`src/rtl/reg_bus_arbiter.sv`:
```
// Two-port arbiter for the asynchronous register bank bus.
// Port A (VME) and port B (fiber link) share one bank. Ties alternate between the ports.
// Every bus-facing output comes straight from a flop, so the external strobes and the
// tristate enable never glitch.
// A transaction runs IDLE -> SETUP -> STROBE (1 cycle for writes, READ_WAIT cycles for
// reads) -> DONE.
module reg_bus_arbiter #(
  parameter int unsigned READ_WAIT = 2,  // read strobe length in cycles, 1..15
  parameter int unsigned ADDR_W    = 18
) (
  input  logic              CLK,
  input  logic              RSTb,
  // Port A (VME)
  input  logic              A_REQ,
  input  logic              A_WR,
  input  logic [ADDR_W-1:0] A_ADDR,
  input  logic [31:0]       A_WDATA,
  output logic              A_ACK,
  output logic [31:0]       A_RDATA,
  // Port B (fiber link)
  input  logic              B_REQ,
  input  logic              B_WR,
  input  logic [ADDR_W-1:0] B_ADDR,
  input  logic [31:0]       B_WDATA,
  output logic              B_ACK,
  output logic [31:0]       B_RDATA,
  // Register bank bus
  output logic [ADDR_W-1:0] BUS_ADDR,
  output logic [31:0]       BUS_WDATA,
  output logic              BUS_DATA_OE,
  input  logic [31:0]       BUS_RDATA,
  output logic              BUS_CEb,
  output logic              BUS_WEb,
  output logic              BUS_OEb,
  output logic [1:0]        GRANT
);

  typedef enum logic [1:0] {
    StIdle,
    StSetup,
    StStrobe,
    StDone
  } state_e;

  localparam logic [3:0] RdWait = 4'(READ_WAIT);

  state_e state_q, state_d;

  // Transaction context, latched on grant
  logic              owner_q, owner_d;  // 0 = port A, 1 = port B
  logic              wr_q, wr_d;
  logic [ADDR_W-1:0] addr_q, addr_d;
  logic [31:0]       wdata_q, wdata_d;
  logic [3:0]        cnt_q, cnt_d;      // read strobe cycle count, 1-based

  // Round-robin pointer: 1 = port B was granted last
  logic              last_b_q, last_b_d;

  // Registered bus and requester outputs
  logic              ceb_q, ceb_d;
  logic              web_q, web_d;
  logic              oeb_q, oeb_d;
  logic              doe_q, doe_d;
  logic              a_ack_q, a_ack_d;
  logic              b_ack_q, b_ack_d;
  logic [1:0]        grant_q, grant_d;
  logic [31:0]       a_rdata_q, a_rdata_d;
  logic [31:0]       b_rdata_q, b_rdata_d;

  // Grant selection in IDLE: B wins if it is alone, or on a tie when A was served last
  logic              pick_b;
  logic              sel_wr;
  logic [ADDR_W-1:0] sel_addr;
  logic [31:0]       sel_wdata;

  // Winner of the current IDLE arbitration and its request fields
  always_comb begin
    pick_b    = B_REQ & (~A_REQ | ~last_b_q);
    sel_wr    = pick_b ? B_WR    : A_WR;
    sel_addr  = pick_b ? B_ADDR  : A_ADDR;
    sel_wdata = pick_b ? B_WDATA : A_WDATA;
  end

  // Next state and next values of all registered outputs
  always_comb begin
    state_d   = state_q;
    owner_d   = owner_q;
    wr_d      = wr_q;
    addr_d    = addr_q;
    wdata_d   = wdata_q;
    cnt_d     = cnt_q;
    last_b_d  = last_b_q;
    ceb_d     = 1'b1;
    web_d     = 1'b1;
    oeb_d     = 1'b1;
    doe_d     = 1'b0;
    a_ack_d   = 1'b0;
    b_ack_d   = 1'b0;
    grant_d   = grant_q;
    a_rdata_d = a_rdata_q;
    b_rdata_d = b_rdata_q;

    unique case (state_q)
      StIdle: begin
        grant_d = 2'b00;
        if (A_REQ || B_REQ) begin
          state_d  = StSetup;
          owner_d  = pick_b;
          last_b_d = pick_b;
          wr_d     = sel_wr;
          addr_d   = sel_addr;
          wdata_d  = sel_wdata;
          grant_d  = pick_b ? 2'b10 : 2'b01;
          // Drive write data one cycle ahead of the strobe
          doe_d    = sel_wr;
        end
      end

      StSetup: begin
        state_d = StStrobe;
        cnt_d   = 4'd1;
        ceb_d   = 1'b0;
        web_d   = ~wr_q;
        oeb_d   = wr_q;
        doe_d   = wr_q;
      end

      StStrobe: begin
        if (wr_q || (cnt_q == RdWait)) begin
          // Leaving the strobe: release everything and signal the owner
          state_d = StDone;
          a_ack_d = ~owner_q;
          b_ack_d = owner_q;
          if (!wr_q) begin
            if (owner_q) b_rdata_d = BUS_RDATA;
            else         a_rdata_d = BUS_RDATA;
          end
        end else begin
          cnt_d = cnt_q + 4'd1;
          ceb_d = 1'b0;
          oeb_d = 1'b0;
        end
      end

      StDone: begin
        state_d = StIdle;
        grant_d = 2'b00;
      end

      default: begin
        state_d = StIdle;
        grant_d = 2'b00;
      end
    endcase
  end

  // FSM state register; reset aborts any transaction in flight
  always_ff @(posedge CLK or negedge RSTb) begin
    if (!RSTb) begin
      state_q <= StIdle;
    end else begin
      state_q <= state_d;
    end
  end

  // Transaction context and round-robin pointer
  always_ff @(posedge CLK or negedge RSTb) begin
    if (!RSTb) begin
      owner_q  <= 1'b0;
      wr_q     <= 1'b0;
      addr_q   <= '0;
      wdata_q  <= '0;
      cnt_q    <= 4'd0;
      last_b_q <= 1'b1;  // A wins the first tie
    end else begin
      owner_q  <= owner_d;
      wr_q     <= wr_d;
      addr_q   <= addr_d;
      wdata_q  <= wdata_d;
      cnt_q    <= cnt_d;
      last_b_q <= last_b_d;
    end
  end

  // Registered bus strobes, acknowledges and read data
  always_ff @(posedge CLK or negedge RSTb) begin
    if (!RSTb) begin
      ceb_q     <= 1'b1;
      web_q     <= 1'b1;
      oeb_q     <= 1'b1;
      doe_q     <= 1'b0;
      a_ack_q   <= 1'b0;
      b_ack_q   <= 1'b0;
      grant_q   <= 2'b00;
      a_rdata_q <= '0;
      b_rdata_q <= '0;
    end else begin
      ceb_q     <= ceb_d;
      web_q     <= web_d;
      oeb_q     <= oeb_d;
      doe_q     <= doe_d;
      a_ack_q   <= a_ack_d;
      b_ack_q   <= b_ack_d;
      grant_q   <= grant_d;
      a_rdata_q <= a_rdata_d;
      b_rdata_q <= b_rdata_d;
    end
  end

  assign BUS_ADDR    = addr_q;
  assign BUS_WDATA   = wdata_q;
  assign BUS_DATA_OE = doe_q;
  assign BUS_CEb     = ceb_q;
  assign BUS_WEb     = web_q;
  assign BUS_OEb     = oeb_q;
  assign GRANT       = grant_q;
  assign A_ACK       = a_ack_q;
  assign A_RDATA     = a_rdata_q;
  assign B_ACK       = b_ack_q;
  assign B_RDATA     = b_rdata_q;

  // Bus contention and strobe-ordering invariants
  a_no_drive_fight : assert property (@(posedge CLK) disable iff (!RSTb) !(doe_q && !oeb_q));
  a_we_inside_ce   : assert property (@(posedge CLK) disable iff (!RSTb) !(!web_q && ceb_q));
  a_grant_onehot0  : assert property (@(posedge CLK) disable iff (!RSTb) $onehot0(grant_q));

endmodule

```
`config.mk`:
```
export PLATFORM = sky130hd
export DESIGN_NAME = reg_bus_arbiter
export DESIGN_NICKNAME = d
export VERILOG_FILES = /design/src/rtl/reg_bus_arbiter.sv
export SDC_FILE = /design/constraint.sdc
export NUM_CORES = 1
export LEC_CHECK = 0
export CAP_MARGIN = 20
export CORE_MARGIN = 2
export CORE_UTILIZATION = 41
export DETAILED_ROUTE_END_ITERATION = 7
export HOLD_SLACK_MARGIN = 0.12
export PLACE_DENSITY = 0.8
export SYNTH_ARGS = -nofsm -noshare
export SYNTH_HDL_FRONTEND = slang
export SYNTH_SLANG_ARGS = --single-unit
```
`constraint.sdc`:
```
create_clock -name CLK -period 2.19 [get_ports CLK]
set_input_delay 0.219 -clock CLK [delete_from_list [all_inputs] [get_ports CLK]]
set_output_delay 0.219 -clock CLK [all_outputs]
set_load 0.02 [all_outputs]
```
==> results.yml, run 1 <==
grt:
  grt_max_degree: 83
  grt_first_pass_wirelength_um: 22300
  grt-ovfl-total: 0
  antenna_found_initial: 0
  grt_pass1_vias: 4454
  grtUsageTotal: 0.201
route:
  viasPerCell: 4.87
  ant_nets: 0
  drt_iter0_markers: 242
  drt_wl_total_um: 13900
  wl_per_cell_um: 15.8
  vias: 4272
  first_pass_iters: 4
  route.detailed.drc: 0
sta:
  period_minus_slack_ns: 2.09
  setup-violations-final: 0
  fin_skew_ns: 0.00547
  worstMarginPinSlew_ns: 0.438
  rsz0062_at_grt: "no"
  fmax_ghz: 0.479
  finalHoldViolations: 0
  finalMaxSlewViolations: 0
  finalSetupTns_ns: 0
  fin_crit_sh: 0.954
  slew_headroom: 0.708
floorplan:
  row_count: 42
  num_io_pins: 260
  die_y_um: 120
  core_region_area_um2: 13100
  die-area_um2: 14300
  chipWidth_um: 120
  initial_utilization: 0.418
logic_synthesis:
  synth_cells: 426
  ys.flop_type: "dfrtp_1"
  async_flop_share: 1.00
  synth.cell_area_um2: 5490
  ys_ff_latch: 131
  ys_types: 36
  ys_seq_area_frac: 0.598
  yosys_warnings: 0
  syn_nets: 570
  syn_area_per_cell_um2: 12.9
  synth_edf_count: 0
power:
  p_per_area_nw_per_um2: 1320
  ir_worst_vdd_mv: 0.560
  cellLeakagePower_nw: 3.91
finish:
  layout_commonest_cell: "clkdlybuf4s50_1"
  area_delta_synth_final_pct: 62.1
  antennaDiodeCount: 0
  fin_cells: 878
  fin_nets: 834
  drive_gt1_frac: 0.160
  layout_common_cells: "clkdlybuf4s50_1, dfrtp_1, mux2_2, o21ai_0"
worst_setup_path:
  crit_buf_inv: 3
  reg2reg_from: "cnt_q[0]$_DFFE_PN0P_"
  cp_top_family: "simple AND/OR/NAND/NOR gates"
  cp_data_required_time_ns: 2.48
  worst-endpoint-arrival_ns: 2.38
  worstPathCellList: "inv_1 -> ha_1 -> or3b_4 -> nor4_4 -> buf_4 -> clkbuf_16 -> mux2_2"
  crit_path_start_kind: "flip-flop"
  crit_type: "reg -> reg"
  worstSetupEndpointType: "flip-flop"
  slowest_delay_ns: 0.43
  slowest_stage: "or3b_4"
  startpoint: "cnt_q[0]$_DFFE_PN0P_"
  crit_fanout: 16
cts:
  numCtsBuffers: 17
  htree_levels: 4
  cts_sinks: 131
  clk_path_buf_depth: 2
  cts_tree: "yes"
  clock_latency_ns: 0.41
  cts_root_buf: "clkbuf_16"
  cts_resized: 0
  path_clk_slew_ns: 0.05
job:
  maxCapViolCount: 0
placement:
  gp_congestion: 0.793
  dp_cells: 844
  hpwl_um: 10400
  portBuffers: 259
status:
  status: "complete, no violations"
min_path:
  hold_path.class: "in -> async"
## worst paths after layout
| path | slack (ns) | end | cells after the start |
|---|---|---|---|
| worst max-delay path | 0.10 | A_RDATA[22]$_DFFE_PN0P_ | 7 |
| worst min-delay path | 0.25 | A_ACK$_DFF_PN0_ | 2 |
| worst max register to register | 0.10 | A_RDATA[22]$_DFFE_PN0P_ | 7 |
| worst min register to register | 0.47 | BUS_ADDR[10]$_DFFE_PN0P_ | 2 |
| max in group asynchronous | 1.25 | BUS_WDATA[1]$_DFFE_PN0P_ | 3 |
| min in group CLK | 0.44 | BUS_WDATA[25]$_DFFE_PN0P_ | 3 |
## layer usage
metal	part of all wire	wire length, um	track usage	up-vias
li1	-	-	-	2022
met1	0.39	5470	0.230	2020
met2	0.50	6910	0.342	210
met3	0.092	1270	0.0703	20
met4	0.016	223	0.0816	0
met5	0	0	0	-
## sequential cells by signal (all words and copies together), names as in the netlist
register,cells
A_ACK,1
A_RDATA,32
BUS_ADDR,18
BUS_CEb,1
BUS_DATA_OE,1
BUS_OEb,1
BUS_WDATA,32
BUS_WEb,1
B_ACK,1
B_RDATA,32
GRANT,2
cnt_q,4
last_b_q,1
owner_q,1
state_q,2
wr_q,1
## power breakdown
part	switching [W]	total, W	internal [W]
registers	0.000573	0.00400	0.00343
logic	0.00261	0.00521	0.00260
clock network	0.000969	0.00257	0.00160
total	0.00415	0.0118	0.00763
## synth_stat cells (2+ instances only)
cell type,n,area (um^2)
nor2b_1,3,18.8
a22o_1,2,17.5
inv_1,6,22.5
o21ai_0,54,270
ha_1,6,75.1
buf_6,3,33.8
dfstp_2,4,105
nand2_1,52,195
a22oi_1,3,22.5
mux2_2,63,709
a21oi_1,2,10.0
o22ai_1,2,12.5
dfrtp_1,127,3180
nor2_1,3,11.3
mux2i_1,52,521
nand2b_1,3,18.8
mux2_1,2,22.5
clkbuf_1,9,33.8
nand3_1,2,10.0
buf_2,12,60.1
## through the flow
step	total power, W	instance area (um^2)	hold slack [ns]	utilization	setup WS [ns]
2_1_floorplan	0.00662	5490	-0.0766	-	0.253
3_3_place_gp	0.00912	8310	0.0848	0.633	0.238
3_5_place_dp	0.00930	8310	0.0883	0.633	0.119
4_1_cts	0.0119	8870	0.224	0.675	0.114
5_1_grt	0.0125	8900	0.263	0.677	0.0107
6_report	0.0118	8900	0.249	0.677	0.101
## layout make-up
cell class | instances | area (um^2)
Sequential cell | 131 | 3280
Timing Repair Buffer | 270 | 2760
Clock buffer | 20 | 457
Tap cell | 176 | 220
Multi-Input combinational cell | 264 | 2070
Clock inverter | 11 | 87.6
Inverter | 6 | 22.5
Fill cell | 972 | 4240
## repair_timing
action	in CTS	in global routing
buffers inserted	0	1
hold buffers	1	0
setup endpoints to repair	0	6
hold endpoints to repair	129	0
## kinds of logic after synthesis
logic type,count (synthesis),share of synthesized area
flops,131,0.598
compound gates,69,0.0700
simple gates,72,0.0620
fa+ha+maj,6,0.0137
mux,117,0.228
buf+inv,31,0.0280
Power figures use the tool's default switching activity.
==> run 2: changes to the inputs <==
--- a/config.mk
+++ b/config.mk
@@ -10,7 +10,8 @@
 export CORE_UTILIZATION = 41
 export DETAILED_ROUTE_END_ITERATION = 7
 export HOLD_SLACK_MARGIN = 0.12
-export PLACE_DENSITY = 0.8
+export PLACE_DENSITY = 0.79
+export SLEW_MARGIN = 40
 export SYNTH_ARGS = -nofsm -noshare
 export SYNTH_HDL_FRONTEND = slang
 export SYNTH_SLANG_ARGS = --single-unit
==> run 2 against run 1 <==
  * Wire length about the same
  * Combinational power about the same
  * Core utilization increased by 0.48 points
  * Die area unchanged
  * Cell count unchanged
  * Flip-flop and latch count unchanged
  * Critical path depth decreased by 1
  * Clock skew increased by 0.0041 ns
  * Worst setup slack improved by 0.010 ns
  * Largest power group unchanged
  * Highest routed layer unchanged
==> results.yml, run 2 (same netlist as run 1, synthesis figures left out) <==
status:
  status: "complete, no violations"
power:
  cellLeakagePower_nw: 3.91
  ir_worst_vdd_mv: 0.573
  p_per_area_nw_per_um2: 1340
  total_power_w: 0.0120
finish:
  area_delta_synth_final_pct: 63.3
  antennaDiodeCount: 0
  multi_input_area_um2: 2070
  fin_nets: 833
  layout_commonest_cell: "clkdlybuf4s50_1"
  utilization: 0.682
  n_fill_cell: 945
  drive_gt1_frac: 0.161
  layout_common_cells: "clkdlybuf4s50_1, dfrtp_1, mux2_2, o21ai_0"
  ff_latch_area_um2: 3280
  fin_cells: 878
grt:
  antenna_found_initial: 0
  grt_pass1_vias: 4437
  grt-ovfl-total: 0
  grt_max_degree: 83
  grt_first_pass_wirelength_um: 22400
  grtUsageTotal: 0.202
worst_setup_path:
  crit_path_start_kind: "flip-flop"
  crit_fanout: 32
  cp_common_cell: "inv_1"
  slowest_stage: "dfrtp_1"
  worstPathCellList: "inv_1 -> ha_1 -> inv_1 -> nor4_4 -> buf_12 -> mux2_2"
  worst-endpoint-arrival_ns: 2.37
  rrSetupSlack_ns: 0.11
  slowest_delay_ns: 0.42
  crit_buf_inv: 3
  crit_type: "reg -> reg"
  worstSetupEndpointType: "flip-flop"
  cp_data_required_time_ns: 2.48
  cp_top_family: "buffers and inverters"
sta:
  fin_skew_ns: 0.00954
  holdWs_ns: 0.379
  fmax_ghz: 0.481
  finalMaxSlewViolations: 0
  rsz0062_at_grt: "no"
  finalHoldViolations: 0
  fin_crit_sh: 0.949
  slew_headroom: 0.581
  finalSetupTns_ns: 0
  setup-violations-final: 0
  worstMarginPinSlew_ns: 0.628
  period_minus_slack_ns: 2.08
route:
  wl_met2_um: 6730
  ant_nets: 0
  top_layer: "met4"
  wl_per_cell_um: 15.8
  wl_met1_um: 5580
  vias: 4295
  routed-wl-met3_um: 1180
  first_pass_iters: 5
  viasPerCell: 4.89
  drt_iter0_markers: 178
  route.detailed.drc: 0
  drt_wl_total_um: 13900
placement:
  gp_congestion: 0.798
  hpwl_um: 10400
  dp_cells: 845
  portBuffers: 259
cts:
  cts_root_buf: "clkbuf_16"
  cts_resized: 0
  numCtsBuffers: 17
  cts_sinks: 131
  clk_path_buf_depth: 2
  htree_levels: 4
  path_clk_slew_ns: 0.06
  cts_tree: "yes"
  clock_latency_ns: 0.41
floorplan:
  row_count: 42
  num_io_pins: 260
  die_y_um: 120
  core_region_area_um2: 13100
  chipWidth_um: 120
  initial_utilization: 0.418
  die-area_um2: 14300
job:
  maxCapViolCount: 0
min_path:
  hold_path.class: "in -> async"
run 2: cell types whose count changed in the layout (fill, tap and decap cells not counted), moves of 2 or more:
cell and change:
clkinvlp_4 +4, buf_4 -2, clkinv_2 -6, clkbuf_8 +2, buf_12 +2
run 2: timing repair:
action | in CTS | in global routing
endpoints found under the setup margin | 0 | 0
hold buffers | 1 | 0
hold endpoints to repair | 40 | 0
buffers inserted | 0 | 0
run 2: layout make-up:
class / count / area share
clock inverter: 11 / 0.0141
sequential: 131 / 0.366
tap: 176 / 0.0246
inverter: 6 / 0.00251
clock buffer: 21 / 0.0536
timing repair buffer: 269 / 0.307
multi-input combinational: 264 / 0.231
run 2: worst paths after layout:
| check | from | to | cells past startpoint |
|---|---|---|---|
| max | state_q[0]$_DFFE_PN0P_ | A_RDATA[30]$_DFFE_PN0P_ | 6 |
| min | RSTb | B_RDATA[6]$_DFFE_PN0P_ | 2 |
| max reg2reg | state_q[0]$_DFFE_PN0P_ | A_RDATA[30]$_DFFE_PN0P_ | 6 |
| min reg2reg | BUS_WDATA[6]$_DFFE_PN0P_ | BUS_WDATA[6]$_DFFE_PN0P_ | 2 |
| max in group asynchronous | RSTb | B_RDATA[13]$_DFFE_PN0P_ | 3 |
| min in group CLK | A_WDATA[19] | BUS_WDATA[19]$_DFFE_PN0P_ | 3 |
run 2: routing by layer:
| metal | track usage | up-vias |
|---|---|---|
| met5 | 0 | - |
| met4 | 0.0897 | 0 |
| met3 | 0.0699 | 27 |
| met2 | 0.337 | 205 |
| met1 | 0.235 | 2037 |
| li1 | - | 2026 |
run 2: stage by stage:
| stage | worst slack (ns) | cell area, um^2 |
|---|---|---|
| 4_1_cts | 0.123 | 8960 |
| 5_1_grt | 0.0296 | 8960 |
| 3_3_place_gp | 0.239 | 8350 |
| 6_report | 0.111 | 8960 |
| 3_5_place_dp | 0.127 | 8350 |
| 2_1_floorplan | 0.253 | 5490 |
run 2: power breakdown:
group          switching [W]  total [W]  internal, W
Combinational        0.00261    0.00521      0.00261
Sequential          0.000583    0.00401      0.00343
Clock                0.00102    0.00282      0.00180
==> RTL change: new RTL, config.mk and constraints of run 2 <==
The 4 states of `state_e` get a Gray code encoding in 2 bits.
--- a/src/rtl/reg_bus_arbiter.sv
+++ b/src/rtl/reg_bus_arbiter.sv
@@ -36,10 +36,10 @@
 );
 
   typedef enum logic [1:0] {
-    StIdle,
-    StSetup,
-    StStrobe,
-    StDone
+    StIdle   = 2'b00,
+    StSetup  = 2'b01,
+    StStrobe = 2'b11,
+    StDone   = 2'b10
   } state_e;
 
   localparam logic [3:0] RdWait = 4'(READ_WAIT);
Function: same outputs for any inputs over 4 cycles, from zero or initial values and one cycle with RSTb low; so few cycles prove little.
==> RTL change against run 2 <==
Final cell count shrank 5.1%. Total power grew 11%. Sequential cell count is the same. Routed wire length up 14%. Sequential power increased by 8.2%. Global-route usage grew 1.7 points. Area after synthesis down 0.96%. Worst setup slack worse by 78 ps. Cell area up 0.46%. Critical endpoint is now B_RDATA[27].
==> RTL change: results (changes against run 2) <==
[placement] Final Wtd Congestion 0.7861 [-1.5%]
[critical_path] setup slack, reg-to-reg 30 ps [-80 ps]
[synth] largest cells by area after synthesis sky130_fd_sc_hd__dfrtp_1 (58%), sky130_fd_sc_hd__a221o_1 (9.2%), sky130_fd_sc_hd__mux2_4 (8.3%)
[grt] All-Layer GR Usage 21.86% [+1.7 points]
[critical_path] endpoint of the most critical register-to-register path B_RDATA[27]
[critical_path] critical path's slowest cell sky130_fd_sc_hd__dfrtp_1
[clock_tree] setup repair bufs after CTS 0 [unchanged]
[sta] Clock Skews 7.571 ps [-1.970 ps]
[synth] sequential-to-total area share from yosys stat 60.39% [+0.58 points]
[sta] slew of the pin with the lowest slew margin 608.2 ps [-20.00 ps]
[synth] top cell types by occurrence after synthesis sky130_fd_sc_hd__dfrtp_1 (127), sky130_fd_sc_hd__and3_1 (52), sky130_fd_sc_hd__a221o_1 (50)
[critical_path] FF-to-FF Start cnt_q[0]
[detailed_routing] number of vias in the routed layout 4361 [+1.5%]
[placement] DPL Wire Length 10850 µm [+4.6%]
[critical_path] signal arrival time at the worst endpoint 2450 ps [+80 ps]
[clock_tree] hold-fix buffers at CTS 1 [unchanged]
[power_and_ir_drop] worst supply voltage drop on vdd 0.5393 mV [-5.8%]
[synth] post-synth net total 518 [-9.1%]
[synth] number of different library cells in the post-synthesis netlist 36 [unchanged]
[power_and_ir_drop] net switching power 4554 µW [+8.2%]
[clock_tree] number of levels in the clock H-tree 4 [unchanged]
[detailed_routing] routed len/inst 18.89 µm [+20%]
[clock_tree] Clk Latency, worst-skew pair 410 ps [about the same]
[grt] maximum number of pins on one net before global-route repair 55 [-34%]
[detailed_routing] DR pass1 iterations 4 [-1]
[synth] share of flip-flops with an asynchronous set or reset 100.0% [unchanged]
[clock_tree] Resized cells post-CTS 0 [unchanged]
[detailed_routing] number of violations reported at the end of detailed-routing iteration 0 224 [+26%]
[grt] first-pass GRT wire length 24010 µm [+7.2%]
[placement] number of port buffers 259 [unchanged]
[final_layout] layout filler cell count 923 [-2.3%]
[clock_tree] clock buffers created by TritonCTS 17 [unchanged]
[power_and_ir_drop] leakage dissipation 0.004157 µW [+6.2%]
[status] run status finished, final reports clean
[final_layout] count of antenna diodes in the layout 0 [unchanged]
[clock_tree] root buffer cell sky130_fd_sc_hd__clkbuf_16
[final_layout] final-stage net count 784 [-5.9%]
[final_layout] layout cell share with drive strength beyond 1 19.48% [+3.4 points]
[grt] vias in the first global route 4479 [+0.95%]
[sta] Worst Hold Margin 373.4 ps [-5.980 ps]
[critical_path] cell count of the worst reg-to-reg path 7 [+1]
[critical_path] CP peak stage delay 390 ps [-30 ps]
[critical_path] cell family with most CP delay simple AND/OR/NAND/NOR gates
[critical_path] maximum fanout along the worst path 32 [unchanged]
[sta] Final setup viols 0 [unchanged]
[RTL change: kinds of logic after synthesis]
logic type / Yosys count / synth area share, %
AO/OA/AOI/OAI: 66 / 11.32
adder cells (fa/ha/maj): 2 / 0.4602
buffers and inverters: 37 / 3.176
flip-flops: 131 / 60.39
multiplexers: 66 / 15.70
AND/OR/NAND/NOR: 76 / 8.953
[RTL change: how the worst max path moves through the flow]
stage	start	endpoint	slack, ps	depth (start not counted)
after floorplan	cnt_q[0]	A_RDATA[10]	9	7
after global placement	cnt_q[0]	A_RDATA[22]	70	6
after detailed placement	cnt_q[0]	A_RDATA[24]	30	6
after CTS	cnt_q[0]	A_RDATA[24]	10	6
after global routing	cnt_q[0]	B_RDATA[21]	-50	7
final	cnt_q[0]	B_RDATA[27]	30	7
[RTL change: metrics by stage]
step           instance area (µm²)  setup slack [ps]  std cells  setup TNS [ps]
2_1_floorplan                 5436             8.979        378               0
3_3_place_gp                  8270             65.48        796               0
3_5_place_dp                  8274             27.60        796               0
4_1_cts                       8915             14.32        829               0
5_1_grt                       9004            -49.86        833           -1155
6_report                      9004             32.73        833               0
[RTL change: area by class of cell]
cell class	instances	share of cell area, %
inverters	6	0.2501
flip-flops and latches	131	36.46
clock inverters	11	1.668
well taps	176	2.446
clock buffers	21	5.336
multi-input cells	210	22.39
repair buffers	278	31.45
[RTL change: power groups by stage]
stage	clock network [µW]	logic, µW	registers (µW)
final	2950	6040	4340
after global routing	3130	6360	4470
after CTS	3000	6030	4330
after detailed placement	0	6020	4320
after global placement	0	5870	4300
after floorplan	0	1800	5480
[RTL change: metal layers]
layer  vias to the layer above  share of wire (%)  global-route usage, %
li1                       1971                  -                      -
met1                      2155                 41                  27.13
met2                       215                 49                  35.74
met3                        20                8.6                  7.232
met4                         0                1.4                  7.887
met5                         -                  0                      0
